### config.mk
export PLATFORM = sky130hd
export DESIGN_NAME = spi_master_mc_flat
export DESIGN_NICKNAME = d
export VERILOG_FILES = /design/src/rtl/spi_master_mc_if.sv /design/src/rtl/spi_master_mc.sv /design/src/flat_wrapper.sv
export SDC_FILE = /design/constraint.sdc
export NUM_CORES = 1
export LEC_CHECK = 0
export CORE_ASPECT_RATIO = 0.6
export CORE_UTILIZATION = 30
export DETAILED_ROUTE_END_ITERATION = 8
export PLACE_DENSITY_LB_ADDON = 0.12
export SETUP_SLACK_MARGIN = 0.5
export SLEW_MARGIN = 0
export SYNTH_ARGS = -nofsm -noshare
export SYNTH_HDL_FRONTEND = slang
export SYNTH_SLANG_ARGS = --single-unit
### constraint.sdc
create_clock -name master_clk -period 3.85 [get_ports master_clk]
set_input_delay 0.77 -clock master_clk [delete_from_list [all_inputs] [get_ports master_clk]]
set_output_delay 0.77 -clock master_clk [all_outputs]
set_load 0.01 [all_outputs]
### src/rtl/spi_master_mc_if.sv
// System-side request/response and SPI pin bundle for spi_master_mc; the master modport is the
// block's view and the slave modport is the view of whatever drives requests and models the pins.
interface spi_master_mc_if #(
  parameter int DATA_WIDTH = 8,
  parameter int NUM_CS     = 4,
  parameter int DIV_WIDTH  = 8,
  parameter int CNT_WIDTH  = $clog2(DATA_WIDTH) + 1
);
  localparam int CS_W = $clog2(NUM_CS);

  logic                  t_start;
  logic                  t_ready;
  logic [CNT_WIDTH-1:0]  t_size;
  logic [DATA_WIDTH-1:0] d_in;
  logic [CS_W-1:0]       cs_sel;
  logic                  cpol;
  logic                  cpha;
  logic [DIV_WIDTH-1:0]  clk_div;
  logic [DATA_WIDTH-1:0] d_out;
  logic                  d_valid;
  logic                  t_err;
  logic                  sclk;
  logic                  mosi;
  logic                  miso;
  logic [NUM_CS-1:0]     cs_n;

  modport master (
    input  t_start, t_size, d_in, cs_sel, cpol, cpha, clk_div, miso,
    output t_ready, d_out, d_valid, t_err, sclk, mosi, cs_n
  );

  modport slave (
    output t_start, t_size, d_in, cs_sel, cpol, cpha, clk_div, miso,
    input  t_ready, d_out, d_valid, t_err, sclk, mosi, cs_n
  );
endinterface

### src/rtl/spi_master_mc.sv
// SPI master with CPOL/CPHA modes, SCLK divider, one-hot CS and 1..DATA_WIDTH bit transfers.
// d_valid (2n+2)*(clk_div+1) cycles after accept; new requests are taken only while t_ready is high.
module spi_master_mc #(
  parameter int DATA_WIDTH = 8,
  parameter int NUM_CS     = 4,
  parameter int DIV_WIDTH  = 8,
  parameter int CNT_WIDTH  = $clog2(DATA_WIDTH) + 1
) (
  input  logic            master_clk,
  input  logic            rst,
  spi_master_mc_if.master bus
);
  localparam int CS_W  = $clog2(NUM_CS);
  localparam int TOG_W = CNT_WIDTH + 1;

  typedef enum logic [2:0] {IDLE, SETUP, TRANSACT, HOLD, DONE} state_t;

  state_t                state_q, state_d;
  logic [DIV_WIDTH-1:0]  div_q, div_d, hp_q, hp_d;
  logic [TOG_W-1:0]      tog_q, tog_d;
  logic [CNT_WIDTH-1:0]  n_q, n_d;
  logic [CS_W-1:0]       cs_q, cs_d;
  logic                  cpol_q, cpol_d, cpha_q, cpha_d;
  logic                  sclk_q, sclk_d, mosi_q, mosi_d, t_err_q, t_err_d;
  logic [DATA_WIDTH-1:0] tx_q, tx_d, rx_q, rx_d, d_out_q, d_out_d;

  logic                  ready, half_done, toggle, reject;
  logic [CNT_WIDTH-1:0]  n_eff, shamt;
  logic [DATA_WIDTH-1:0] tx_aligned;

  assign ready     = (state_q == IDLE) || (state_q == DONE);
  assign half_done = (div_q == hp_q);
  assign reject    = (bus.t_size == '0) || ({1'b0, bus.cs_sel} >= (CS_W + 1)'(NUM_CS));
  assign n_eff     = (bus.t_size > CNT_WIDTH'(DATA_WIDTH)) ? CNT_WIDTH'(DATA_WIDTH) : bus.t_size;
  // Left-align the field so the next bit to send is always the MSB of tx_q.
  assign shamt      = CNT_WIDTH'(DATA_WIDTH) - n_eff;
  assign tx_aligned = bus.d_in << shamt;

  always_comb begin
    state_d = state_q;
    div_d   = div_q;
    hp_d    = hp_q;
    tog_d   = tog_q;
    n_d     = n_q;
    cs_d    = cs_q;
    cpol_d  = cpol_q;
    cpha_d  = cpha_q;
    sclk_d  = sclk_q;
    mosi_d  = mosi_q;
    tx_d    = tx_q;
    rx_d    = rx_q;
    d_out_d = d_out_q;
    t_err_d = 1'b0;
    toggle  = 1'b0;
    if (!ready) div_d = half_done ? '0 : div_q + 1'b1;
    case (state_q)
      IDLE, DONE: begin
        state_d = IDLE;
        mosi_d  = 1'b0;
        if (bus.t_start && reject) begin
          t_err_d = 1'b1;
        end else if (bus.t_start) begin
          state_d = SETUP;
          div_d   = '0;
          tog_d   = '0;
          hp_d    = bus.clk_div;
          n_d     = n_eff;
          cs_d    = bus.cs_sel;
          cpol_d  = bus.cpol;
          cpha_d  = bus.cpha;
          sclk_d  = bus.cpol;
          rx_d    = '0;
          // CPHA=0 must present the first bit before the first (sampling) leading edge.
          if (bus.cpha) begin
            mosi_d = 1'b0;
            tx_d   = tx_aligned;
          end else begin
            mosi_d = tx_aligned[DATA_WIDTH-1];
            tx_d   = tx_aligned << 1;
          end
        end
      end
      SETUP: if (half_done) begin
        state_d = TRANSACT;
        toggle  = 1'b1;
      end
      TRANSACT: if (half_done) begin
        if (tog_q == {n_q, 1'b0}) begin
          state_d = HOLD;
          mosi_d  = 1'b0;
        end else begin
          toggle = 1'b1;
        end
      end
      HOLD: if (half_done) begin
        state_d = DONE;
        d_out_d = rx_q;
      end
      default: state_d = IDLE;
    endcase
    // Leading edge leaves cpol; sample on it for CPHA=0, shift out on it for CPHA=1.
    if (toggle) begin
      sclk_d = ~sclk_q;
      tog_d  = tog_q + 1'b1;
      if ((sclk_q == cpol_q) ^ cpha_q) begin
        rx_d = {rx_q[DATA_WIDTH-2:0], bus.miso};
      end else begin
        mosi_d = tx_q[DATA_WIDTH-1];
        tx_d   = tx_q << 1;
      end
    end
  end

  always_ff @(posedge master_clk or posedge rst) begin
    if (rst) begin
      state_q <= IDLE;
      div_q   <= '0;
      hp_q    <= '0;
      tog_q   <= '0;
      n_q     <= '0;
      cs_q    <= '0;
      cpol_q  <= 1'b0;
      cpha_q  <= 1'b0;
      sclk_q  <= 1'b0;
      mosi_q  <= 1'b0;
      tx_q    <= '0;
      rx_q    <= '0;
      d_out_q <= '0;
      t_err_q <= 1'b0;
    end else begin
      state_q <= state_d;
      div_q   <= div_d;
      hp_q    <= hp_d;
      tog_q   <= tog_d;
      n_q     <= n_d;
      cs_q    <= cs_d;
      cpol_q  <= cpol_d;
      cpha_q  <= cpha_d;
      sclk_q  <= sclk_d;
      mosi_q  <= mosi_d;
      tx_q    <= tx_d;
      rx_q    <= rx_d;
      d_out_q <= d_out_d;
      t_err_q <= t_err_d;
    end
  end

  assign bus.t_ready = ready;
  assign bus.d_out   = d_out_q;
  assign bus.d_valid = (state_q == DONE);
  assign bus.t_err   = t_err_q;
  assign bus.sclk    = sclk_q;
  assign bus.mosi    = mosi_q;
  assign bus.cs_n    = (state_q inside {SETUP, TRANSACT, HOLD}) ? ~(NUM_CS'(1) << cs_q) : '1;
endmodule
### src/flat_wrapper.sv
// flat-port wrapper written by rule: the top's interface ports become plain ports
module spi_master_mc_flat 
#(
  parameter int DATA_WIDTH = 8,
  parameter int NUM_CS     = 4,
  parameter int DIV_WIDTH  = 8,
  parameter int CNT_WIDTH  = $clog2(DATA_WIDTH) + 1
)
  (master_clk, rst, bus_t_start, bus_t_size, bus_d_in, bus_cs_sel, bus_cpol, bus_cpha, bus_clk_div, bus_miso, bus_t_ready, bus_d_out, bus_d_valid, bus_t_err, bus_sclk, bus_mosi, bus_cs_n);
  spi_master_mc_if #(.DATA_WIDTH(DATA_WIDTH), .NUM_CS(NUM_CS), .DIV_WIDTH(DIV_WIDTH), .CNT_WIDTH(CNT_WIDTH)) bus_i ();
  input  logic master_clk;
  input  logic rst;
  input wire logic [$bits(bus_i.t_start)-1:0] bus_t_start;
  input wire logic [$bits(bus_i.t_size)-1:0] bus_t_size;
  input wire logic [$bits(bus_i.d_in)-1:0] bus_d_in;
  input wire logic [$bits(bus_i.cs_sel)-1:0] bus_cs_sel;
  input wire logic [$bits(bus_i.cpol)-1:0] bus_cpol;
  input wire logic [$bits(bus_i.cpha)-1:0] bus_cpha;
  input wire logic [$bits(bus_i.clk_div)-1:0] bus_clk_div;
  input wire logic [$bits(bus_i.miso)-1:0] bus_miso;
  output wire logic [$bits(bus_i.t_ready)-1:0] bus_t_ready;
  output wire logic [$bits(bus_i.d_out)-1:0] bus_d_out;
  output wire logic [$bits(bus_i.d_valid)-1:0] bus_d_valid;
  output wire logic [$bits(bus_i.t_err)-1:0] bus_t_err;
  output wire logic [$bits(bus_i.sclk)-1:0] bus_sclk;
  output wire logic [$bits(bus_i.mosi)-1:0] bus_mosi;
  output wire logic [$bits(bus_i.cs_n)-1:0] bus_cs_n;
  assign bus_i.t_start = bus_t_start;
  assign bus_i.t_size = bus_t_size;
  assign bus_i.d_in = bus_d_in;
  assign bus_i.cs_sel = bus_cs_sel;
  assign bus_i.cpol = bus_cpol;
  assign bus_i.cpha = bus_cpha;
  assign bus_i.clk_div = bus_clk_div;
  assign bus_i.miso = bus_miso;
  assign bus_t_ready = bus_i.t_ready;
  assign bus_d_out = bus_i.d_out;
  assign bus_d_valid = bus_i.d_valid;
  assign bus_t_err = bus_i.t_err;
  assign bus_sclk = bus_i.sclk;
  assign bus_mosi = bus_i.mosi;
  assign bus_cs_n = bus_i.cs_n;
  spi_master_mc #(.DATA_WIDTH(DATA_WIDTH), .NUM_CS(NUM_CS), .DIV_WIDTH(DIV_WIDTH), .CNT_WIDTH(CNT_WIDTH)) u_core (.master_clk(master_clk), .rst(rst), .bus(bus_i));
endmodule
-- After elaboration in Yosys (flattened, before gate mapping)
Cells that the tools add are included.
- $lt $le $gt $ge: 1
- shift operators: 2
- $add $sub $neg: 3
- equality and inequality tests: 12
- reduce and logical (&&, ||, !) cells: 12
- muxes and demuxes: 47
- bitwise logic cells: 4
- operators by type and width (cell ; count):
    8-bit 2-to-1 mux ; 16
    5-bit 2-to-1 mux ; 4
    1-bit 2-to-1 mux ; 17
    3-bit 2-to-1 mux ; 5
    3-bit case mux with 4 select lines ; 1
    2-bit by 1-bit != test with 1-bit output (second input constant) ; 5
    8-bit by 1-bit adder with 8-bit output (second input constant) ; 1
    8-bit equality test ; 1
    4-bit 2-to-1 mux ; 2
    8-bit by 4-bit left shift with 8-bit output ; 1
    3-bit by 2-bit equality test with 1-bit output (second input constant) ; 2
    3-bit AND reduction ; 2
    5-bit by 1-bit adder with 5-bit output (second input constant) ; 1
    5-bit equality test ; 1
    4-bit greater-than comparator (second input constant) ; 1
    4-bit logical NOT ; 1
    4-bit NOT ; 1
    1-bit case mux with 2 select lines ; 2
    4-bit AND reduction ; 1
    2-bit nonzero test ; 2
    1-bit by 2-bit left shift with 4-bit output (first input constant) ; 1
    4-bit subtractor (first input constant) ; 1
    3-bit by 1-bit equality test with 1-bit output (second input constant) ; 1
    3-bit equality test (second input constant) ; 1
    other kinds (9) ; 10
- register bits: 59
- output and inout bits: 17
- logic and storage cells: 95
- input bits: 28

-- Longest topological paths before layout
- depth in word-level cells: 10
- gate-level depth with buffers: 11
- mapped depth without buffers: 9

-- Worst setup path before layout
Ideal clock, no wire load.
- path kind: input to register
- from: input port bus_t_size[0]
- to: register u_core.tx_q[7]
- arrival time: 2.647 ns
- setup time: 0.130 ns
- cell stages on the path: 10
- data required time: 3.720 ns
- path buffers: 2
- setup slack: 1.073 ns
- path through: nor2b_1 > buf_4 > inv_2 > ha_1 > buf_2 > mux2_2 > mux4_2 > nand2b_1 > o211ai_1 > a31oi_1
- word-level cells in the longest chain between the ends: 10
- elaborated cells on any way between the ends: 12
- those cells by class: 1 x add/sub; 1 x order compare; 1 x shift; 7 x mux; 2 x reduce/logical
- ends and longest elaborated chain (item ; line ; RTL):
    start: declaration ; flat_wrapper.sv:14 ; input wire logic [$bits(bus_i.t_size)-1:0] bus_t_size;
    4-bit greater-than comparator ; spi_master_mc.sv:34 ; assign n_eff = (bus.t_size > CNT_WIDTH'(DATA_WIDTH)) ? CNT_WIDTH'(DATA_WIDTH) : bus.t_size;
    4-bit 2-to-1 mux ; spi_master_mc.sv:34 ;
    4-bit subtractor ; spi_master_mc.sv:36 ; assign shamt = CNT_WIDTH'(DATA_WIDTH) - n_eff;
    8-bit by 4-bit left shift with 8-bit output ; spi_master_mc.sv:37 ; assign tx_aligned = bus.d_in << shamt;
    8-bit 2-to-1 mux ; spi_master_mc.sv:74 ; if (bus.cpha) begin
    8-bit 2-to-1 mux ; spi_master_mc.sv:62 ; end else if (bus.t_start) begin
    8-bit 2-to-1 mux * ; spi_master_mc.sv:60 ; if (bus.t_start && reject) begin
    8-bit 2-to-1 mux * ; spi_master_mc.sv:56 ; case (state_q)
    8-bit 2-to-1 mux ; spi_master_mc.sv:105 ; if ((sclk_q == cpol_q) ^ cpha_q) begin
    8-bit 2-to-1 mux * ; spi_master_mc.sv:102 ; if (toggle) begin
    net u_core.tx_d[7] ; spi_master_mc.sv:25 ; logic [DATA_WIDTH-1:0] tx_q, tx_d, rx_q, rx_d, d_out_q, d_out_d;
    end signal: assignment ; spi_master_mc.sv:141 ; tx_q <= tx_d;
    end: declaration ; spi_master_mc.sv:25 ;
Mark *: on every way through the listed nets, which the timed path passes. The rest lies on a longest branch.
A chain may end at the register's enable or synchronous reset.

-- Worst setup path in the final report
- from: input port bus_t_size[0]
- to: register u_core.mosi_q (netlist: u_core.bus.mosi)
- word-level cells in the longest chain between the ends: 10
- elaborated cells on any way between the ends: 12
- those cells by class: 1 x add/sub; 1 x order compare; 1 x shift; 7 x mux; 2 x reduce/logical
- ends and longest elaborated chain (item ; line ; RTL):
    4-bit greater-than comparator ; spi_master_mc.sv:34 ;
    4-bit 2-to-1 mux ; spi_master_mc.sv:34 ;
    4-bit subtractor ; spi_master_mc.sv:36 ;
    8-bit by 4-bit left shift with 8-bit output ; spi_master_mc.sv:37 ;
    1-bit 2-to-1 mux ; spi_master_mc.sv:74 ;
    1-bit 2-to-1 mux ; spi_master_mc.sv:62 ;
    1-bit 2-to-1 mux * ; spi_master_mc.sv:60 ;
    1-bit case mux with 2 select lines * ; spi_master_mc.sv:56 ;
    1-bit 2-to-1 mux ; spi_master_mc.sv:105 ;
    1-bit 2-to-1 mux * ; spi_master_mc.sv:102 ;
    net u_core.mosi_d ; spi_master_mc.sv:24 ; logic sclk_q, sclk_d, mosi_q, mosi_d, t_err_q, t_err_d;
    end signal: assignment ; spi_master_mc.sv:140 ; mosi_q <= mosi_d;
    end: declaration ; spi_master_mc.sv:24 ;
Marks and branches as above.

==> summary.md <==
| Metric | Value |
|---|---|
| PortBufs | 44 |
| Skew final | 0.00611 ns |
| Max Clk Rate | 0.320 GHz |
| Cell Chain, Critical Path | clkdlybuf4s50_1 > nor2b_1 > inv_2 > ha_2 > mux2_2 > mux2i_1 > inv_1 > a21o_1 > a311oi_1 > o2bb2ai_1 |
| Pins Over Slew Limit | 0 |
| CP Launch Type | primary input |
| Boundary pin count | 45 |
| Largest net degree at the start of global routing | 30 |
| Mapped Area | 0.00316 mm2 |
| Layout cells sized above 1 | 12.4% |
| DR pass1 iterations | 4 |
| Cells after Synth | 323 |
| RSZ-0062 raised after global routing | false |
| Starting DRC count in detailed routing | 131 |
| WP buf/inv | 3 |
| Setup_tns | 0 ns |
| Family with the most delay on the worst path | buffers and inverters |
| Num CTS Buffers | 9 |
| Final setup violation count | 0 |
| Ant. Diodes | 0 |
| Wirelength, routed | 7340 um |
| Tot GR Track Use | 15.0% |
| DP Cell Count | 491 |
| Maxcap violations | 0 |
| Count of non-filler cells in the finished layout | 507 |
| Total number of vias | 2417 |
| Final Cycle Share | 81.2% |
| Initial Util | 31.4% |
| Slew HR | 39.2% |
| Slowest CP cell | clkdlybuf4s50_1 |
| CTS max path bufs | 2 |
| Power Dens Cells | 699 mW/mm2 |
| Via density | 4.77 |
| First-pass GRT wire length | 12500 um |
| Core area | 0.0101 mm2 |
| Post-DP HPWL | 5380 um |
| Worst-Skew Late Latency | 0.33 ns |
| Mapped Nets | 354 |
| Ys async rst share | 100% |
| Synth Register Bits | 59 |
| EDFF count, synth | 0 |
| Final GP Congestion | 0.765 |
| Vias in the first global route | 2347 |
| Post-synth top area share | 46.8% |
| Post-layout min period | 3.13 ns |
| CTS H-tree depth | 3 |
| Fin area | 0.00407 mm2 |
| Status | finished, final reports clean |
| Die width | 134 um |
| Min Hold Slack | 0.498 ns |
| Synth Area per Inst | 9.78 um2 |
| Worst slew pin tran | 0.912 ns |
| Setup CP Type | primary input to flip-flop |
| Final nets | 398 |
| Critical path peak fanout | 8 |
| Cell Rows | 28 |
| Leakage | 1.78 nW |
| Yosys warns | 0 |
| Max incr delay on CP | 0.55 ns |
| Most frequent cells in the layout | 59 x dfrtp_1, 57 x nand2_1, 44 x clkdlybuf4s50_1, 20 x nor2_1, 16 x mux2i_1 |
| Worst vdd ir | 331 uV |
| Final hold viol count | 0 |
| CP required | 4.05 ns |
| Post-DP Area | 0.00373 mm2 |
| Ys flop type | dfrtp_1 |
| Drc violations | 0 |
| Routed WL per cell | 14.5 um |
| Worst endpoint data arrival time | 3.33 ns |
| Hold Crit Class | flip-flop to flip-flop |
| Unique masters post-synth | 55 |
| Seq/Total Area, Yosys | 46.8% |
| Area grow syn2layout | 28.9% |
| Clock sink count | 59 |
| Commonest non-fill, non-tap cell in the layout | dfrtp_1 |
| Die height | 81.5 um |
| Clk pin slew, worst setup/hold paths | 0.05 ns |
| Clock root buffer | clkbuf_16 |
| Aggregate global routing overflow | 0 |
| Area contributors post-synth | dfrtp_1 47%, nand2_1 6.8%, mux2i_1 5.1% |
| Biggest area consumer among synthesized cells | dfrtp_1 |
| Routed Antenna Nets | 0 |
| Die footprint | 0.0110 mm2 |
| CTS tree | yes |
| CP endpoint kind | flip-flop |
| Hold-fix buffers, CTS | 0 |
| Initial antenna violation count | 0 |
[cell type report]
| cell class | count | area [um2] |
|---|---|---|
| fill | 970 | 5980 |
| multi-input combinational | 230 | 1530 |
| sequential | 59 | 1480 |
| timing repair buffer | 50 | 485 |
| clock buffer | 11 | 243 |
| tap | 135 | 169 |
| clock inverter | 5 | 100 |
| inverter | 17 | 63.8 |
[sequential cells by signal, summed over array words and instances (netlist names)]
| register | flops |
|---|---|
| u_core.bus.mosi | 1 |
| u_core.n_q | 4 |
| u_core.bus.sclk | 1 |
| u_core.div_q | 8 |
| u_core.cs_q | 2 |
| u_core.cpha_q | 1 |
| u_core.tx_q | 8 |
| u_core.bus.t_err | 1 |
| u_core.tog_q | 5 |
| u_core.state_q | 3 |
| u_core.bus.d_out | 8 |
| u_core.cpol_q | 1 |
| u_core.hp_q | 8 |
| u_core.rx_q | 8 |
[synth_stat cells, types with 4 or more instances]
cell       n
dfrtp_1   59
nand2_1   57
nor2_1    20
mux2i_1   16
inv_1     15
xnor2_1   15
mux2_2    14
o21ai_0   13
nand3_1   12
a21oi_1    8
buf_2      8
a211oi_1   7
xor2_1     7
nand2b_1   5
nor3_1     5
clkbuf_1   4
nand4_1    4
[through the flow]
| step | total power, mW | worst slack, ns | utilization, % |
|---|---|---|---|
| after floorplan | 1.61 | 1.07 | - |
| after global placement | 1.94 | 0.391 | 37.1 |
| after detailed placement | 1.94 | 0.330 | 37.1 |
| after CTS | 2.88 | 0.659 | 40.5 |
| after global routing | 3.05 | 0.521 | 40.5 |
| final | 2.84 | 0.724 | 40.5 |
[path summary, 6_finish.rpt]
kind                                   startpoint                   to  slack [ns]  cells past startpoint
worst max-delay path                bus_t_size[0]      u_core.bus.mosi        0.72                     10
worst min-delay path               u_core.hp_q[0]       u_core.hp_q[0]        0.50                      2
worst max register to register  u_core.state_q[0]       u_core.tx_q[4]        1.19                      6
worst min register to register     u_core.hp_q[0]       u_core.hp_q[0]        0.50                      2
max in group asynchronous                     rst  u_core.bus.d_out[5]        2.30                      3
min in group asynchronous                     rst       u_core.hp_q[0]        0.85                      2
[where the power goes]
group          total [mW]  switching, mW  internal (mW)  leakage [nW]
Sequential           1.03          0.190          0.843         0.757
Combinational       0.891          0.445          0.446         0.849
Clock               0.920          0.273          0.647         0.169
[timing repair]
item / CTS / global route
resized for setup: 0 / 1
setup buffers: 0 / 0
setup endpoints to repair: 0 / 1
[metal layers]
metal  part of all wire [%]  routed length [um]  global-route usage, %  up-vias
met1                     57                4170                   22.8     1154
met3                    4.5                 333                   4.63        6
li1                       -                   -                      -     1207
met4                   0.65                  48                   4.49        0
met5                      0                   0                      0        -
met2                     38                2790                   19.8       50
[logic make-up after synthesis]
| logic type | share of synthesized area [%] |
|---|---|
| and+or+nand+nor | 18.3 |
| DFF | 46.8 |
| AOI/OAI and AO/OA | 11.3 |
| buffers and inverters | 4.75 |
| muxes | 10.8 |
| xor gates and xnor gates | 6.97 |
| adders and majority gates | 1.19 |
[worst min-delay path, delay by kind of cell (launching register included)]
family | cells | cell delay [ns]
simple gates | 2 | 0.11
flops | 1 | 0.35
(Power assumes the default switching activity.)
